==> src/rtl/pwm_ramp_ctrl.sv <==
// Per-channel duty sequencer: ramps each live duty toward its target by STEP on every prescaler tick.
// Registers written over a byte-wide bus; read data is combinational, duty/busy/done are registered.
module pwm_ramp_ctrl #(
  parameter int CHANNELS = 3,
  parameter int DUTY_W   = 8,
  parameter int PRESC_W  = 16
) (
  input  logic                         clk_i,
  input  logic                         nrst_i,
  input  logic                         cfg_we_i,
  input  logic [7:0]                   cfg_addr_i,
  input  logic [7:0]                   cfg_data_i,
  output logic [7:0]                   cfg_rdata_o,
  output logic [CHANNELS*DUTY_W-1:0]   duty_o,
  output logic [CHANNELS-1:0]          busy_o,
  output logic [CHANNELS-1:0]          done_o,
  output logic                         tick_o
);

  logic [PRESC_W-1:0] presc_q;
  logic [PRESC_W-1:0] cnt_q;
  logic               run_q;
  logic               tick;
  logic               wr_presc_lo;
  logic               wr_presc_hi;

  logic [DUTY_W-1:0]  target_q [CHANNELS];
  logic [DUTY_W-1:0]  step_q   [CHANNELS];
  logic [DUTY_W-1:0]  duty_q   [CHANNELS];
  logic [CHANNELS-1:0] busy_q;
  logic [CHANNELS-1:0] done_q;

  logic [CHANNELS-1:0] wr_tgt;
  logic [CHANNELS-1:0] wr_step;
  logic [CHANNELS-1:0] ramp_hit;
  logic [DUTY_W-1:0]   ramp_nxt [CHANNELS];

  // run_q holds the counter at zero for the first cycle out of reset so tick_o stays low in reset.
  assign tick        = run_q && (cnt_q == presc_q);
  assign tick_o      = tick;
  assign wr_presc_lo = cfg_we_i && (cfg_addr_i == 8'h00);
  assign wr_presc_hi = cfg_we_i && (cfg_addr_i == 8'h01);
  assign busy_o      = busy_q;
  assign done_o      = done_q;

  always_ff @(posedge clk_i or negedge nrst_i) begin
    if (!nrst_i) begin
      presc_q <= '0;
      cnt_q   <= '0;
      run_q   <= 1'b0;
    end else begin
      run_q <= 1'b1;
      if (wr_presc_lo) presc_q[7:0]  <= cfg_data_i;
      if (wr_presc_hi) presc_q[15:8] <= cfg_data_i;
      if (wr_presc_lo || wr_presc_hi || !run_q || tick) cnt_q <= '0;
      else                                              cnt_q <= cnt_q + 1'b1;
    end
  end

  always_comb begin
    wr_tgt  = '0;
    wr_step = '0;
    for (int k = 0; k < CHANNELS; k++) begin
      wr_tgt[k]  = cfg_we_i && (cfg_addr_i == 8'(2 + 2*k));
      wr_step[k] = cfg_we_i && (cfg_addr_i == 8'(3 + 2*k));
    end
  end

  // Distance is taken in 9 bits so the sign picks direction; a hit clamps onto the target.
  always_comb begin
    logic [DUTY_W:0] sdiff;
    logic [DUTY_W:0] mag;
    sdiff    = '0;
    mag      = '0;
    ramp_hit = '0;
    for (int k = 0; k < CHANNELS; k++) begin
      sdiff       = {1'b0, target_q[k]} - {1'b0, duty_q[k]};
      mag         = sdiff[DUTY_W] ? ((DUTY_W+1)'(0) - sdiff) : sdiff;
      ramp_hit[k] = (step_q[k] == '0) || (mag <= {1'b0, step_q[k]});
      ramp_nxt[k] = sdiff[DUTY_W] ? (duty_q[k] - step_q[k]) : (duty_q[k] + step_q[k]);
    end
  end

  // A target write in the same cycle as a tick takes priority; that channel skips the tick.
  always_ff @(posedge clk_i or negedge nrst_i) begin
    if (!nrst_i) begin
      for (int k = 0; k < CHANNELS; k++) begin
        target_q[k] <= '0;
        step_q[k]   <= DUTY_W'(1);
        duty_q[k]   <= '0;
      end
      busy_q <= '0;
      done_q <= '0;
    end else begin
      for (int k = 0; k < CHANNELS; k++) begin
        done_q[k] <= 1'b0;
        if (wr_tgt[k]) begin
          target_q[k] <= cfg_data_i;
          if (cfg_data_i == duty_q[k]) begin
            busy_q[k] <= 1'b0;
            done_q[k] <= 1'b1;
          end else if (step_q[k] == '0) begin
            duty_q[k] <= cfg_data_i;
            busy_q[k] <= 1'b0;
            done_q[k] <= 1'b1;
          end else begin
            busy_q[k] <= 1'b1;
          end
        end else if (tick && busy_q[k]) begin
          if (ramp_hit[k]) begin
            duty_q[k] <= target_q[k];
            busy_q[k] <= 1'b0;
            done_q[k] <= 1'b1;
          end else begin
            duty_q[k] <= ramp_nxt[k];
          end
        end
        if (wr_step[k]) step_q[k] <= cfg_data_i;
      end
    end
  end

  always_comb begin
    duty_o = '0;
    for (int k = 0; k < CHANNELS; k++) duty_o[k*DUTY_W +: DUTY_W] = duty_q[k];
  end

  always_comb begin
    cfg_rdata_o = '0;
    if (cfg_addr_i == 8'h00) cfg_rdata_o = presc_q[7:0];
    if (cfg_addr_i == 8'h01) cfg_rdata_o = presc_q[15:8];
    for (int k = 0; k < CHANNELS; k++) begin
      if (cfg_addr_i == 8'(2 + 2*k)) cfg_rdata_o = target_q[k];
      if (cfg_addr_i == 8'(3 + 2*k)) cfg_rdata_o = step_q[k];
    end
  end

endmodule

==> config.mk <==
export PLATFORM = sky130hd
export DESIGN_NAME = pwm_ramp_ctrl
export DESIGN_NICKNAME = d
export VERILOG_FILES = /design/src/rtl/pwm_ramp_ctrl.sv
export SDC_FILE = /design/constraint.sdc
export NUM_CORES = 1
export LEC_CHECK = 0
export ABC_CLOCK_PERIOD_IN_PS = 7420
export BUFFER_PORTS_ARGS = -buffer_cell sky130_fd_sc_hd__buf_2
export CORE_MARGIN = 4
export CORE_UTILIZATION = 59
export DETAILED_ROUTE_END_ITERATION = 10
export GPL_ROUTABILITY_DRIVEN = 0
export PLACE_DENSITY = 0.78
export SYNTH_ARGS = -nofsm -noshare
export SYNTH_HDL_FRONTEND = slang
export SYNTH_SLANG_ARGS = --single-unit
==> constraint.sdc <==
create_clock -name clk_i -period 7.42 [get_ports clk_i]
set_input_delay 0.371 -clock clk_i [delete_from_list [all_inputs] [get_ports clk_i]]
set_output_delay 0.371 -clock clk_i [all_outputs]
set_load 0.03 [all_outputs]
==> impl_metrics.ini <==
[pwr]
p_leak_nw = 4.66
ir_worst_vdd_v = 0.000127
p_per_area_nw_per_um2 = 260
fin_total_pwr_mw = 2.63

[global_routing]
antenna_found_initial = 0
grt_pass1_vias = 8011
grt_max_degree = 59
grt_pass1_wl_um = 41800
grt_overflow_total = 0
grt_usage_pct = 28.9

[timing]
max-slew-margin-rel_pct = 38.4
finalSetupViolCount = 0
grt_setup_unrepaired = no
final_max_slew_viol_count = 0
final.min_clock_period_ns = 4.71
worstMarginPinSlew_ns = 0.917
clock_skew_ns = 0.0159
fmax_mhz = 212
hold_viol = 0
finalCritPeriodShare_pct = 63.4
setup_tns_ns = 0

[final_layout]
final-seq-area_um2 = 2780
fin_nets = 1203
area_growth_pct = 7.14
nFillCells = 1372
multi_input_area_um2 = 6170
layout-drive-gt1-share_pct = 13.1
n_antenna_cell = 0

[clock_network]
cts_resized = 0
cts_buffer_depth = 2
numClockSinks = 111
numCtsBuffers = 9
cts_tree = yes
htreeDepth = 3
path_clk_slew_ns = 0.08
cts_setup_buffers = 0
ctsHoldBuffers = 0
clk_latency_ns = 0.37
cts_root_buffer = clkbuf_16

[setup_path]
r2r_end = busy_o[2]$_DFFE_PN0P_
worstRegToRegCells = 17
path_max_fanout = 14
crit_path_end_kind = flop
path_cells = ha_1, inv_1, fa_1, nand3_1, a21oi_1, a211oi_1, nor2_1, mux2_2, ha_1, nor2b_1, o21ai_0, a21oi_1, o41ai_1, o41ai_1, and2_1, nand2b_1, a31o_2
cp.required_ns = 7.68
cpMaxStageDelayCell = nor2_1
cp_top_family = simple AND/OR/NAND/NOR gates
critPathArrivalTime_ns = 4.97
regToRegSetupSlack_ns = 2.71
criticalPathCategory = flop to flop
path_depth = 17
rr_startpoint = duty_o[16]$_DFFE_PN0P_
cp_slowest_stage_delay_ns = 0.64
crit_path_end = busy_o[2]$_DFFE_PN0P_
critPathBufInv = 1
worstSetupStartpoint = duty_o[16]$_DFFE_PN0P_
setup.worst_path.start_class = flop

[synth]
synth.ff_latch_count = 111
synthCells = 1083
synth_area_um2 = 9460
ys.flop_type = dfrtp_1
syn_avg_cell_area_um2 = 8.73
async_flop_share_pct = 100
synth-edff-count = 0
yosys.area.top_type = dfrtp_1
ys_warn_count = 0
synthTopCellsByArea = dfrtp_1 (29%), ha_1 (10%), xnor2_1 (6.4%), xor2_1 (5.3%), nand2_1 (4.1%)
ys_seq_area_share_pct = 29.4
synth.distinct_cells = 72
yosysTopAreaCellShare_pct = 28.6
syn_nets = 1184

[drt]
drc = 0
drt_wl_total_um = 25600
ant_nets = 0
vias = 8221
drt_pass1_iterations = 5
wl_per_cell_um = 19.4
via_per_inst = 6.21
drt_iter0_drc = 785

[flow_run]
maxCapViolCount = 0

[floorplanning]
dieWidth_um = 135
rows = 46
start_util_pct = 60.0
dieArea_um2 = 18100
ios = 58
dieHeight_um = 135
coreArea_um2 = 15800

[placement]
numPortBuffers = 57
place_hpwl_um = 19300

[hold_path]
hold_path.class = primary input to asynchronous set/reset pin

[run_status]
status = finished clean
[Yosys cell counts, types with 7 or more instances]
library cell / count
a21o_1: 15
a21oi_1: 63
a31oi_1: 16
and2_1: 10
and3_1: 9
clkbuf_1: 41
dfrtp_1: 108
ha_1: 76
inv_1: 81
mux2_2: 30
mux2i_1: 25
mux4_2: 8
nand2_1: 103
nand3_1: 25
nand4_1: 18
nor2_1: 59
nor2b_1: 16
nor3_1: 21
nor4_1: 9
o211ai_1: 7
o21a_1: 7
o21ai_0: 73
or2_2: 8
or3_1: 23
xnor2_1: 69
xor2_1: 57
[worst min path at each step]
| stage | start | endpoint | slack, ns | cells after the start |
|---|---|---|---|---|
| floorplan | nrst_i | busy_o[0]$_DFFE_PN0P_ | 0.08 | 0 |
| global placement | nrst_i | step_q[15]$_DFFE_PN0P_ | 0.47 | 1 |
| CTS | nrst_i | duty_o[22]$_DFFE_PN0P_ | 0.08 | 1 |
| detailed placement | nrst_i | step_q[13]$_DFFE_PN0P_ | 0.47 | 1 |
| finish | nrst_i | step_q[15]$_DFFE_PN0P_ | 0.06 | 1 |
| global route | nrst_i | step_q[3]$_DFFE_PN0P_ | 0.11 | 1 |
[cells by family after synthesis]
kind of cell             after synthesis  synth area share [%]
multiplexers                          69                  9.07
other                                  1                0.0396
XOR/XNOR                             126                  11.7
AND/OR/NAND/NOR                      329                  17.9
adder cells (fa/ha/maj)               82                  11.3
buffers and inverters                132                  5.41
flip-flops                           111                  29.4
AO/OA/AOI/OAI                        233                  15.2
[sequential cells by signal, indices dropped and copies added, names as in the netlist]
signal and flops:
duty_o 24, cnt_q 16, step_q 24, target_q 24, presc_q 16, done_o 3, run_q 1, busy_o 3
[routing by layer]
metal	share of wire (%)	global-route usage [%]
met1	44	40.6
met2	46	45.7
met3	6.5	3.99
met4	3.4	10.8
met5	0	0
[report_power, final]
group          internal (mW)  leakage [nW]  switching, mW
Sequential             0.647          1.41         0.0668
Clock                  0.242         0.147          0.260
Combinational          0.624          3.11          0.795
Total                   1.51          4.66           1.12
[placed cells by master, fill, tap and decap left out, drive strengths merged, types with 7 or more instances in the layout]
cell type,count
a21oi,64
and3,9
and2,10
nand3,25
clkbuf,9
ha,76
mux2i,25
o21ai,75
o211ai,7
a31oi,16
or3,23
nor3,22
xor2,57
o21a,7
mux4,8
nor2b,16
a21o,15
mux2,36
buf,59
nor4,10
or2,8
nand4,18
inv,84
dfrtp,108
nor2,60
nand2,103
xnor2,69
[through the flow]
step | hold WS, ns | setup slack [ns] | utilization (%) | instances | area, um^2
after floorplan | 0.0754 | 3.24 | - | 1083 | 9460
after global placement | 0.465 | 2.98 | 62.3 | 1307 | 9820
after detailed placement | 0.471 | 2.86 | 62.3 | 1307 | 9820
after CTS | 0.0752 | 2.75 | 64.3 | 1323 | 10100
after global routing | 0.110 | 2.38 | 64.3 | 1323 | 10100
final | 0.0555 | 2.71 | 64.3 | 1323 | 10100
[cell type report]
class / count / area share [%]
Multi-Input combinational cell: 840 / 60.8
Sequential cell: 111 / 27.4
Inverter: 81 / 3.00
Timing Repair Buffer: 59 / 2.99
Tap cell: 216 / 2.67
Clock buffer: 9 / 2.22
Clock inverter: 7 / 0.840
Note: power is estimated with default switching activity, not from simulation.
